==> config.mk <==
export PLATFORM = sky130hd
export DESIGN_NAME = game_sequencer
export DESIGN_NICKNAME = d
export VERILOG_FILES = /design/src/rtl/game_sequencer.sv
export SDC_FILE = /design/constraint.sdc
export NUM_CORES = 1
export LEC_CHECK = 0
export CORE_UTILIZATION = 57
export DETAILED_ROUTE_END_ITERATION = 6
export PLACE_DENSITY_LB_ADDON = 0.08
export SYNTH_ARGS = -nofsm -noshare
export SYNTH_HDL_FRONTEND = slang
export SYNTH_SLANG_ARGS = --single-unit
==> constraint.sdc <==
create_clock -name clk -period 2.1 [get_ports clk]
set_input_delay 0.63 -clock clk [delete_from_list [all_inputs] [get_ports clk]]
set_output_delay 0.63 -clock clk [all_outputs]
set_load 0.02 [all_outputs]
==> src/rtl/game_sequencer.sv <==
// rtl/game_sequencer.sv - game phase FSM with lives/score/wave and gated move/bullet ticks (optional HIGH_SCORE_EN)
module game_sequencer #(
  parameter int LIVES_INIT   = 3,
  parameter int SCORE_W      = 14,
  parameter int WAVE_W       = 4,
  parameter int WAVE_MAX     = 9,
  parameter int MOVE_DIV     = 1666666,
  parameter int BULLET_DIV   = 4,
  parameter int DYING_CYCLES = 50000000
) (
  input  logic               clk,
  input  logic               rst,
  input  logic               start_btn,
  input  logic               pause_btn,
  input  logic               player_hit,
  input  logic               enemy_killed,
  input  logic               wave_clear,
  output logic [2:0]         state,
  output logic               play_en,
  output logic               move_tick,
  output logic               bullet_tick,
  output logic               respawn,
  output logic [2:0]         lives,
  output logic [SCORE_W-1:0] score,
  output logic [WAVE_W-1:0]  wave
`ifdef HIGH_SCORE_EN
  ,
  output logic [SCORE_W-1:0] hi_score
`endif
);

  localparam int MW = (MOVE_DIV > 1) ? $clog2(MOVE_DIV) : 1;
  localparam int BW = (BULLET_DIV > 1) ? $clog2(BULLET_DIV) : 1;
  localparam int DW = (DYING_CYCLES > 1) ? $clog2(DYING_CYCLES) : 1;

  localparam logic [MW-1:0]     MOVE_LAST   = MW'(MOVE_DIV - 1);
  localparam logic [BW-1:0]     BULLET_LAST = BW'(BULLET_DIV - 1);
  localparam logic [DW-1:0]     DYING_LAST  = DW'(DYING_CYCLES - 1);
  localparam logic [WAVE_W-1:0] WAVE_TOP    = WAVE_W'(WAVE_MAX);
  localparam logic [WAVE_W-1:0] WAVE_ONE    = WAVE_W'(1);
  localparam logic [2:0]        LIVES_LOAD  = 3'(LIVES_INIT);

  typedef enum logic [2:0] {
    S_ATTRACT = 3'd0,
    S_PLAY    = 3'd1,
    S_PAUSE   = 3'd2,
    S_DYING   = 3'd3,
    S_OVER    = 3'd4
  } state_t;

  state_t state_q, state_d;

  logic start_prev, pause_prev;
  logic start_press, pause_press;
  logic load_game, score_inc, wave_inc, respawn_d;

  logic [MW-1:0] move_cnt;
  logic [BW-1:0] bullet_cnt;
  logic [DW-1:0] dying_cnt;

  // Button history; it follows the level even during rst so a button held through reset is not a press
  always_ff @(posedge clk) begin
    start_prev <= start_btn;
    pause_prev <= pause_btn;
  end

  assign start_press = start_btn & ~start_prev;
  assign pause_press = pause_btn & ~pause_prev;

  // Next-state and per-cycle game events; hit outranks pause in PLAY
  always_comb begin
    state_d   = state_q;
    load_game = 1'b0;
    score_inc = 1'b0;
    wave_inc  = 1'b0;
    respawn_d = 1'b0;
    case (state_q)
      S_ATTRACT: begin
        if (start_press) begin
          state_d   = S_PLAY;
          load_game = 1'b1;
          respawn_d = 1'b1;
        end
      end
      S_PLAY: begin
        score_inc = enemy_killed;
        wave_inc  = wave_clear;
        respawn_d = wave_clear;
        if (player_hit) begin
          state_d = S_DYING;
        end else if (pause_press) begin
          state_d = S_PAUSE;
        end
      end
      S_PAUSE: begin
        if (pause_press) begin
          state_d = S_PLAY;
        end
      end
      S_DYING: begin
        if (dying_cnt == DYING_LAST) begin
          if (lives != 3'd0) begin
            state_d   = S_PLAY;
            respawn_d = 1'b1;
          end else begin
            state_d = S_OVER;
          end
        end
      end
      S_OVER: begin
        if (start_press) begin
          state_d = S_ATTRACT;
        end
      end
      default: state_d = S_ATTRACT;
    endcase
  end

  // State register plus registered play_en and respawn pulse
  always_ff @(posedge clk) begin
    if (rst) begin
      state_q <= S_ATTRACT;
      play_en <= 1'b0;
      respawn <= 1'b0;
    end else begin
      state_q <= state_d;
      play_en <= (state_d == S_PLAY);
      respawn <= respawn_d;
    end
  end

  assign state = state_q;

  // Lives, saturating score and wrapping 1-based wave
  always_ff @(posedge clk) begin
    if (rst) begin
      lives <= 3'd0;
      score <= '0;
      wave  <= WAVE_ONE;
    end else begin
      if (load_game) begin
        lives <= LIVES_LOAD;
      end else if (state_q == S_PLAY && player_hit && lives != 3'd0) begin
        lives <= lives - 3'd1;
      end
      if (load_game) begin
        score <= '0;
      end else if (score_inc && !(&score)) begin
        score <= score + 1'b1;
      end
      if (load_game) begin
        wave <= WAVE_ONE;
      end else if (wave_inc) begin
        wave <= (wave == WAVE_TOP) ? WAVE_ONE : wave + 1'b1;
      end
    end
  end

  // DYING dwell counter, idle at zero outside DYING
  always_ff @(posedge clk) begin
    if (rst) begin
      dying_cnt <= '0;
    end else if (state_q == S_DYING) begin
      dying_cnt <= dying_cnt + 1'b1;
    end else begin
      dying_cnt <= '0;
    end
  end

  // Move/bullet prescalers: run in PLAY, hold in PAUSE, and a wrap that would land outside PLAY waits at the last count
  always_ff @(posedge clk) begin
    if (rst) begin
      move_cnt    <= '0;
      bullet_cnt  <= '0;
      move_tick   <= 1'b0;
      bullet_tick <= 1'b0;
    end else begin
      move_tick   <= 1'b0;
      bullet_tick <= 1'b0;
      if (state_d == S_PLAY && state_q != S_PLAY && state_q != S_PAUSE) begin
        move_cnt   <= '0;
        bullet_cnt <= '0;
      end else if (state_q == S_PLAY) begin
        if (move_cnt != MOVE_LAST) begin
          move_cnt <= move_cnt + 1'b1;
        end else if (state_d == S_PLAY) begin
          move_cnt  <= '0;
          move_tick <= 1'b1;
          if (bullet_cnt == BULLET_LAST) begin
            bullet_cnt  <= '0;
            bullet_tick <= 1'b1;
          end else begin
            bullet_cnt <= bullet_cnt + 1'b1;
          end
        end
      end
    end
  end

`ifdef HIGH_SCORE_EN
  // Best score so far, captured when a game ends
  always_ff @(posedge clk) begin
    if (rst) begin
      hi_score <= '0;
    end else if (state_d == S_OVER && state_q != S_OVER && score > hi_score) begin
      hi_score <= score;
    end
  end
`endif

endmodule

Yosys cells after proc, flatten, opt, wreduce, memory -nomap -nowiden
Cells that the tools add are included.
{"block": "word_totals", "elab_cells": 80, "regBits": 79, "inputBits": 7, "out_inout_bits": 28}
{"block": "op_classes", "n_bitwise": 8, "n_eq_ne": 11, "muxes": 23, "n_reduce_logical": 18, "n_addsub": 6}
{"operator": "$mux W21", "count": 2}
{"operator": "$add A26 B1 Y26 const B", "count": 1}
{"operator": "$eq A26 B26 Y1 const B", "count": 1}
{"operator": "$add A21 B1 Y21 const B", "count": 1}
{"operator": "$mux W3", "count": 7}
{"operator": "$ne A21 B21 Y1 const B", "count": 1}
{"operator": "$pmux W3 S5", "count": 1}
{"operator": "$add A14 B1 Y14 const B", "count": 1}
{"operator": "$reduce_and A14 Y1", "count": 1}
{"operator": "$mux W1", "count": 8}
{"operator": "$eq A3 B1 Y1 const B", "count": 2}
{"operator": "$eq A3 B2 Y1 const B", "count": 2}
{"operator": "$mux W2", "count": 3}
{"operator": "$not A1 Y1", "count": 6}
{"operator": "$reduce_or A2 Y1", "count": 3}
{"operator": "$logic_and A1 B1 Y1", "count": 5}
{"operator": "$reduce_or A5 Y1", "count": 1}
{"operator": "$add A4 B1 Y4 const B", "count": 1}
{"operator": "$eq A4 B4 Y1 const B", "count": 1}
{"operator": "$mux W4", "count": 1}
{"operator": "$reduce_bool A2 Y1", "count": 2}
{"operator": "$reduce_or A4 Y1", "count": 1}
{"operator": "$eq A3 B3 Y1 const B", "count": 1}
{"operator": "$logic_not A3 Y1", "count": 1}
{"operator": "other kinds (11)", "count": 12}

Logic depth before layout (Yosys ltp)
{"block": "depth", "ltp_word": 9, "mapped_depth": 8, "mapped_depth_nobuf": 7}

Least setup slack after synthesis
No wires, ideal clock.
{"block": "synth_timing", "path_type": "input-to-reg", "startpoint": "input start_btn", "endpoint": "register move_cnt[19]", "slack_ps": 118, "cell_stages": 6, "setup_time_ps": 115, "n_path_buf": 1, "required_ps": 1985, "t_arrival_ps": 1867, "cell_sequence": "nand2b_1 -> o41ai_2 -> nor2_1 -> o21ai_2 -> buf_4 -> nor2_1"}
{"block": "synth_between", "elab_chain_cells": 7, "elab_cells_between_ends": 10, "classes_between": "1 x eq/ne; 3 x mux; 1 x bitwise; 5 x reduce/logical"}
{"item": "start: declaration", "line_no": "13", "rtl": "input logic start_btn,"}
{"item": "$and A1 B1 Y1 *", "line_no": "67", "rtl": "assign start_press = start_btn & ~start_prev;"}
{"item": "$mux W3, on equally long branches", "line_no": "111, 79"}
{"item": "$pmux W3 S5 *", "line_no": "77", "rtl": "case (state_q)"}
{"item": "$eq A3 B1 Y1 *", "line_no": "180, 186"}
{"item": "$logic_and A1 B1 Y1 (2 in a row)", "line_no": "180", "rtl": "if (state_d == S_PLAY && state_q != S_PLAY && state_q != S_PAUSE) begin"}
{"item": "$reduce_or A2 Y1 (no line)"}
{"item": "end signal: assignment", "line_no": "185", "rtl": "move_cnt <= move_cnt + 1'b1;"}
{"item": "end: declaration", "line_no": "57", "rtl": "logic [MW-1:0] move_cnt;"}
Mark *: on every way between the ends. The rest lies on a longest branch, timed or not.
A chain may end at the register's enable or synchronous reset.

Worst setup path in the final report
{"block": "layout_timing", "startpoint": "register score[4]", "endpoint": "output score[4]"}
{"item": "start: declaration", "line_no": "24", "rtl": "output logic [SCORE_W-1:0] score,"}
{"item": "start signal: assignment", "line_no": "149", "rtl": "score <= score + 1'b1;"}
No word-level cell between the ends.

==> results by group <==
Run status
  – Result of the run: finished clean

CTS
  – Maximum level of the CTS H-tree: 3
  – Clock tree from TritonCTS: done
  – Number of setup buffers added after CTS: 0
  – Clock Path Buffers: 2
  – Worst-Skew Late Latency: 0.35 ns
  – Clock slew seen by the registers of the worst setup and hold paths: 0.08 ns
  – CTS Root Buffer Type: sky130_fd_sc_hd__clkbuf_8
  – TritonCTS Sinks: 79
  – TritonCTS Buffers: 9

Power and ir drop
  – P_leak: 1.66 nW
  – Total power after layout: 3.12 mW
  – Worst VDD drop: 0.469 mV
  – Net switching fraction of the power: 22.3%
  – Portion of total power attributed to sequential cells: 49.3%
  – Internal power consumption: 2.42 mW
  – NetSw: 0.694 mW
  – Portion of total power attributed to the clock network: 42.9%
  – Comb power frac: 7.8%
  – Power density relative to cell area: 681 mW/mm2

Floorplan
  – Die Span X: 83.1 um
  – Core Rows: 29
  – Height of the chip: 83.1 um
  – I/O pin count: 35
  – Total die area: 0.00690 mm2
  – Standard cell core area: 0.00635 mm2
  – Initial cell density of the core: 59.0%

Synth
  – Synthesized area: 0.00375 mm2
  – Simple-gate share of the synthesized area: 31.7%
  – Number of synthesized register bits: 79
  – Mean area per synthesized cell: 8.67 um2
  – Count of synthesis-stage warnings from yosys: 0
  – Post-Synthesis Net Count: 446
  – Post-synth ARST share: 0%
  – Dominant combinational cell family by area after synthesis: simple AND/OR/NAND/NOR gates
  – Cell accounting for the most synthesized area: sky130_fd_sc_hd__dfxtp_1
  – Arithmetic-cell share of the synthesized area counting full adders, half adders and majority gates: 2.34%
  – Synthesized-area fraction occupied by xor and xnor cells: 12.9%
  – Mux share of post-synthesis cell area: 1.40%
  – Area fraction of the dominant cell type after synthesis: 42.2%
  – Leading cell types by total area after synthesis: sky130_fd_sc_hd__dfxtp_1, sky130_fd_sc_hd__nor2_1, sky130_fd_sc_hd__xor2_1
  – Compound-Gate Fraction of Synth Area: 7.15%
  – EDFF count, synth: 0
  – Primary FF master, synth: sky130_fd_sc_hd__dfxtp_1
  – Sequential cell area fraction in the yosys report: 42.2%
  – Number of standard cells after synthesis: 432
  – Distinct cells, synth: 48

Timing
  – Worst slack on hold paths: 0.450 ns
  – Final clock skew: 0.0119 ns
  – Number of pins with negative max-slew slack in the final report: 0
  – Fmax achieved: 0.488 GHz
  – Setup repair after global routing missed its margin: no
  – Worst Setup Slack, final: 0.0503 ns
  – Final Critical Period: 2.05 ns
  – Normalized max-slew margin: 66.0%
  – Setup Viol. Count Final: 0
  – Actual slew at the worst max-slew pin: 0.503 ns
  – Number of endpoints with negative hold slack in the final report: 0
  – Final cycle utilization of the critical path: 97.6%

Cells and area
  – Cell area after layout: 0.00458 mm2
  – Fraction of final layout cells with drive strength greater than 1: 11.1%
  – Post-layout net count: 503
  – Area growth from synthesis to layout: 22.2%
  – Diodes inserted: 0
  – FILL cells: 490
  – Finished Core Util: 72.1%

GRT
  – Number of global-route vias before repair: 3068
  – Global-route wire length before repair: 13900 um
  – Largest net degree at the start of global routing: 27
  – Overall track demand over capacity in global routing: 24.8%
  – Leftover overflow at the end of global routing: 0
  – Number of antenna violations at the first check in global routing: 0

Worst setup path
  – Reg2reg setup slack: 0.19 ns
  – WP depth: 1
  – Cell with the biggest individual delay on the critical path: sky130_fd_sc_hd__clkdlybuf4s50_1
  – Series of cell instances along the critical path: clkdlybuf4s50_1
  – Maximum fanout along the worst path: 5
  – Category of the worst setup path launch point: register
  – Setup Crit Path Kind: reg2out
  – CP bufs+invs: 1
  – Highest cell delay on the worst timing path: 0.65 ns
  – Kind of end point of the critical path: output pin
  – Endpoint arrival time on the critical path: 1.42 ns
  – Gate family responsible for the most delay along the worst path: buffers and inverters
  – Depth of the worst register-to-register path: 5
  – Required time reported for the critical path endpoint: 1.47 ns

Place
  – Post-detail-place hpwl: 5720 um
  – Final RePlAce weighted congestion: 0.854
  – Count of input and output buffers: 34
  – Pre-CTS setup slack: -0.250 ns
  – Placed cell area: 0.00432 mm2

Route
  – Routed length per instance: 14.0 um
  – Number of iterations in the first detailed-routing pass: 4
  – Routed Antenna Nets: 0
  – Via/cell ratio: 5.68
  – Number of vias after detailed routing: 3242
  – Number of DRC markers in iteration 0: 140
  – Total Wirelength: 8000 um
  – DRC Markers: 0

Job
  – Max capacitance violation total: 0

Hold path
  – Hold Path Depth: 1
  – Class of the tightest hold or removal check: reg2reg
-- per-stage QoR --
stage / setup TNS [ns] / std cells
2_1_floorplan: 0 / 432
3_3_place_gp: -0.714 / 555
3_5_place_dp: -1.75 / 555
4_1_cts: 0 / 571
5_1_grt: 0 / 571
6_report: 0 / 571
-- routing by layer --
layer | vias to the layer above | global-route usage [%] | routed length [um]
met4 | 0 | 12.7 | 215
met1 | 1541 | 31.1 | 3780
met3 | 19 | 3.78 | 220
met5 | - | 0 | 0
li1 | 1624 | - | -
met2 | 58 | 41.4 | 3780
-- logic make-up after synthesis --
| kind of cell | count (synthesis) |
|---|---|
| multiplexers | 5 |
| buffers and inverters | 22 |
| flip-flops | 79 |
| adder cells (fa/ha/maj) | 7 |
| AO/OA/AOI/OAI | 41 |
| AND/OR/NAND/NOR | 223 |
| XOR/XNOR | 55 |
-- placed cells by master, fill, tap and decap left out, types with 5 or more instances in the layout --
| cell | netlist | layout |
|---|---|---|
| sky130_fd_sc_hd__ha_1 | 7 | 7 |
| sky130_fd_sc_hd__nor2b_1 | 6 | 6 |
| sky130_fd_sc_hd__o21ai_0 | 9 | 9 |
| sky130_fd_sc_hd__a21oi_1 | 15 | 15 |
| sky130_fd_sc_hd__xor2_1 | 29 | 29 |
| sky130_fd_sc_hd__nand4_1 | 11 | 11 |
| sky130_fd_sc_hd__nor3_1 | 11 | 11 |
| sky130_fd_sc_hd__buf_4 | 1 | 21 |
| sky130_fd_sc_hd__xnor2_1 | 26 | 26 |
| sky130_fd_sc_hd__and4_1 | 9 | 9 |
| sky130_fd_sc_hd__nand2_1 | 28 | 28 |
| sky130_fd_sc_hd__clkdlybuf4s50_1 | 0 | 28 |
| sky130_fd_sc_hd__nand2b_1 | 5 | 5 |
| sky130_fd_sc_hd__inv_1 | 12 | 12 |
| sky130_fd_sc_hd__nor2_1 | 73 | 73 |
| sky130_fd_sc_hd__and3_1 | 8 | 8 |
| sky130_fd_sc_hd__dlymetal6s2s_1 | 0 | 5 |
| sky130_fd_sc_hd__nor4_1 | 12 | 11 |
| sky130_fd_sc_hd__nand3_1 | 28 | 28 |
| sky130_fd_sc_hd__dfxtp_1 | 79 | 77 |
| sky130_fd_sc_hd__clkbuf_8 | 0 | 9 |
-- cell usage after synthesis (7+ instances only) --
| cell type | instances |
|---|---|
| sky130_fd_sc_hd__nand4_1 | 11 |
| sky130_fd_sc_hd__nand3_1 | 28 |
| sky130_fd_sc_hd__clkbuf_1 | 7 |
| sky130_fd_sc_hd__xor2_1 | 29 |
| sky130_fd_sc_hd__ha_1 | 7 |
| sky130_fd_sc_hd__nor3_1 | 11 |
| sky130_fd_sc_hd__nor4_1 | 12 |
| sky130_fd_sc_hd__o21ai_0 | 9 |
| sky130_fd_sc_hd__dfxtp_1 | 79 |
| sky130_fd_sc_hd__and4_1 | 9 |
| sky130_fd_sc_hd__a21oi_1 | 15 |
| sky130_fd_sc_hd__and3_1 | 8 |
| sky130_fd_sc_hd__nand2_1 | 28 |
| sky130_fd_sc_hd__nor2_1 | 73 |
| sky130_fd_sc_hd__xnor2_1 | 26 |
| sky130_fd_sc_hd__inv_1 | 12 |
-- registers in the layout (all words and copies together) (netlist names), 2 cells and up --
signal,count
lives,3
move_cnt,21
dying_cnt,26
state,3
score,14
bullet_cnt,2
wave,4
-- layout make-up --
| class | count | area [um2] | area share [%] |
|---|---|---|---|
| clock buffer | 11 | 131 | 2.87 |
| clock inverter | 5 | 106 | 2.32 |
| tap | 77 | 96.3 | 2.10 |
| multi-input combinational | 331 | 2090 | 45.6 |
| sequential | 79 | 1580 | 34.6 |
| timing repair buffer | 56 | 529 | 11.6 |
| inverter | 12 | 45.0 | 0.984 |
-- what timing repair did --
item                       in CTS  in global routing
resized for setup               3                  7
hold buffers                    0                  0
setup endpoints to repair       2                  6
-- worst paths after layout --
path,start,endpoint
worst max-delay path,score[4],score[4]
worst min-delay path,dying_cnt[0],dying_cnt[0]
worst max register to register,move_cnt[8],bullet_cnt[0]
worst min register to register,dying_cnt[0],dying_cnt[0]
-- power by group through the flow --
stage          combinational [mW]  clock (mW)  sequential [mW]
2_1_floorplan               0.113           0             1.59
3_3_place_gp                0.234           0             1.57
3_5_place_dp                0.239           0             1.57
4_1_cts                     0.241        1.37             1.54
5_1_grt                     0.262        1.44             1.54
6_report                    0.243        1.34             1.54
Power figures use the tool's default switching activity.
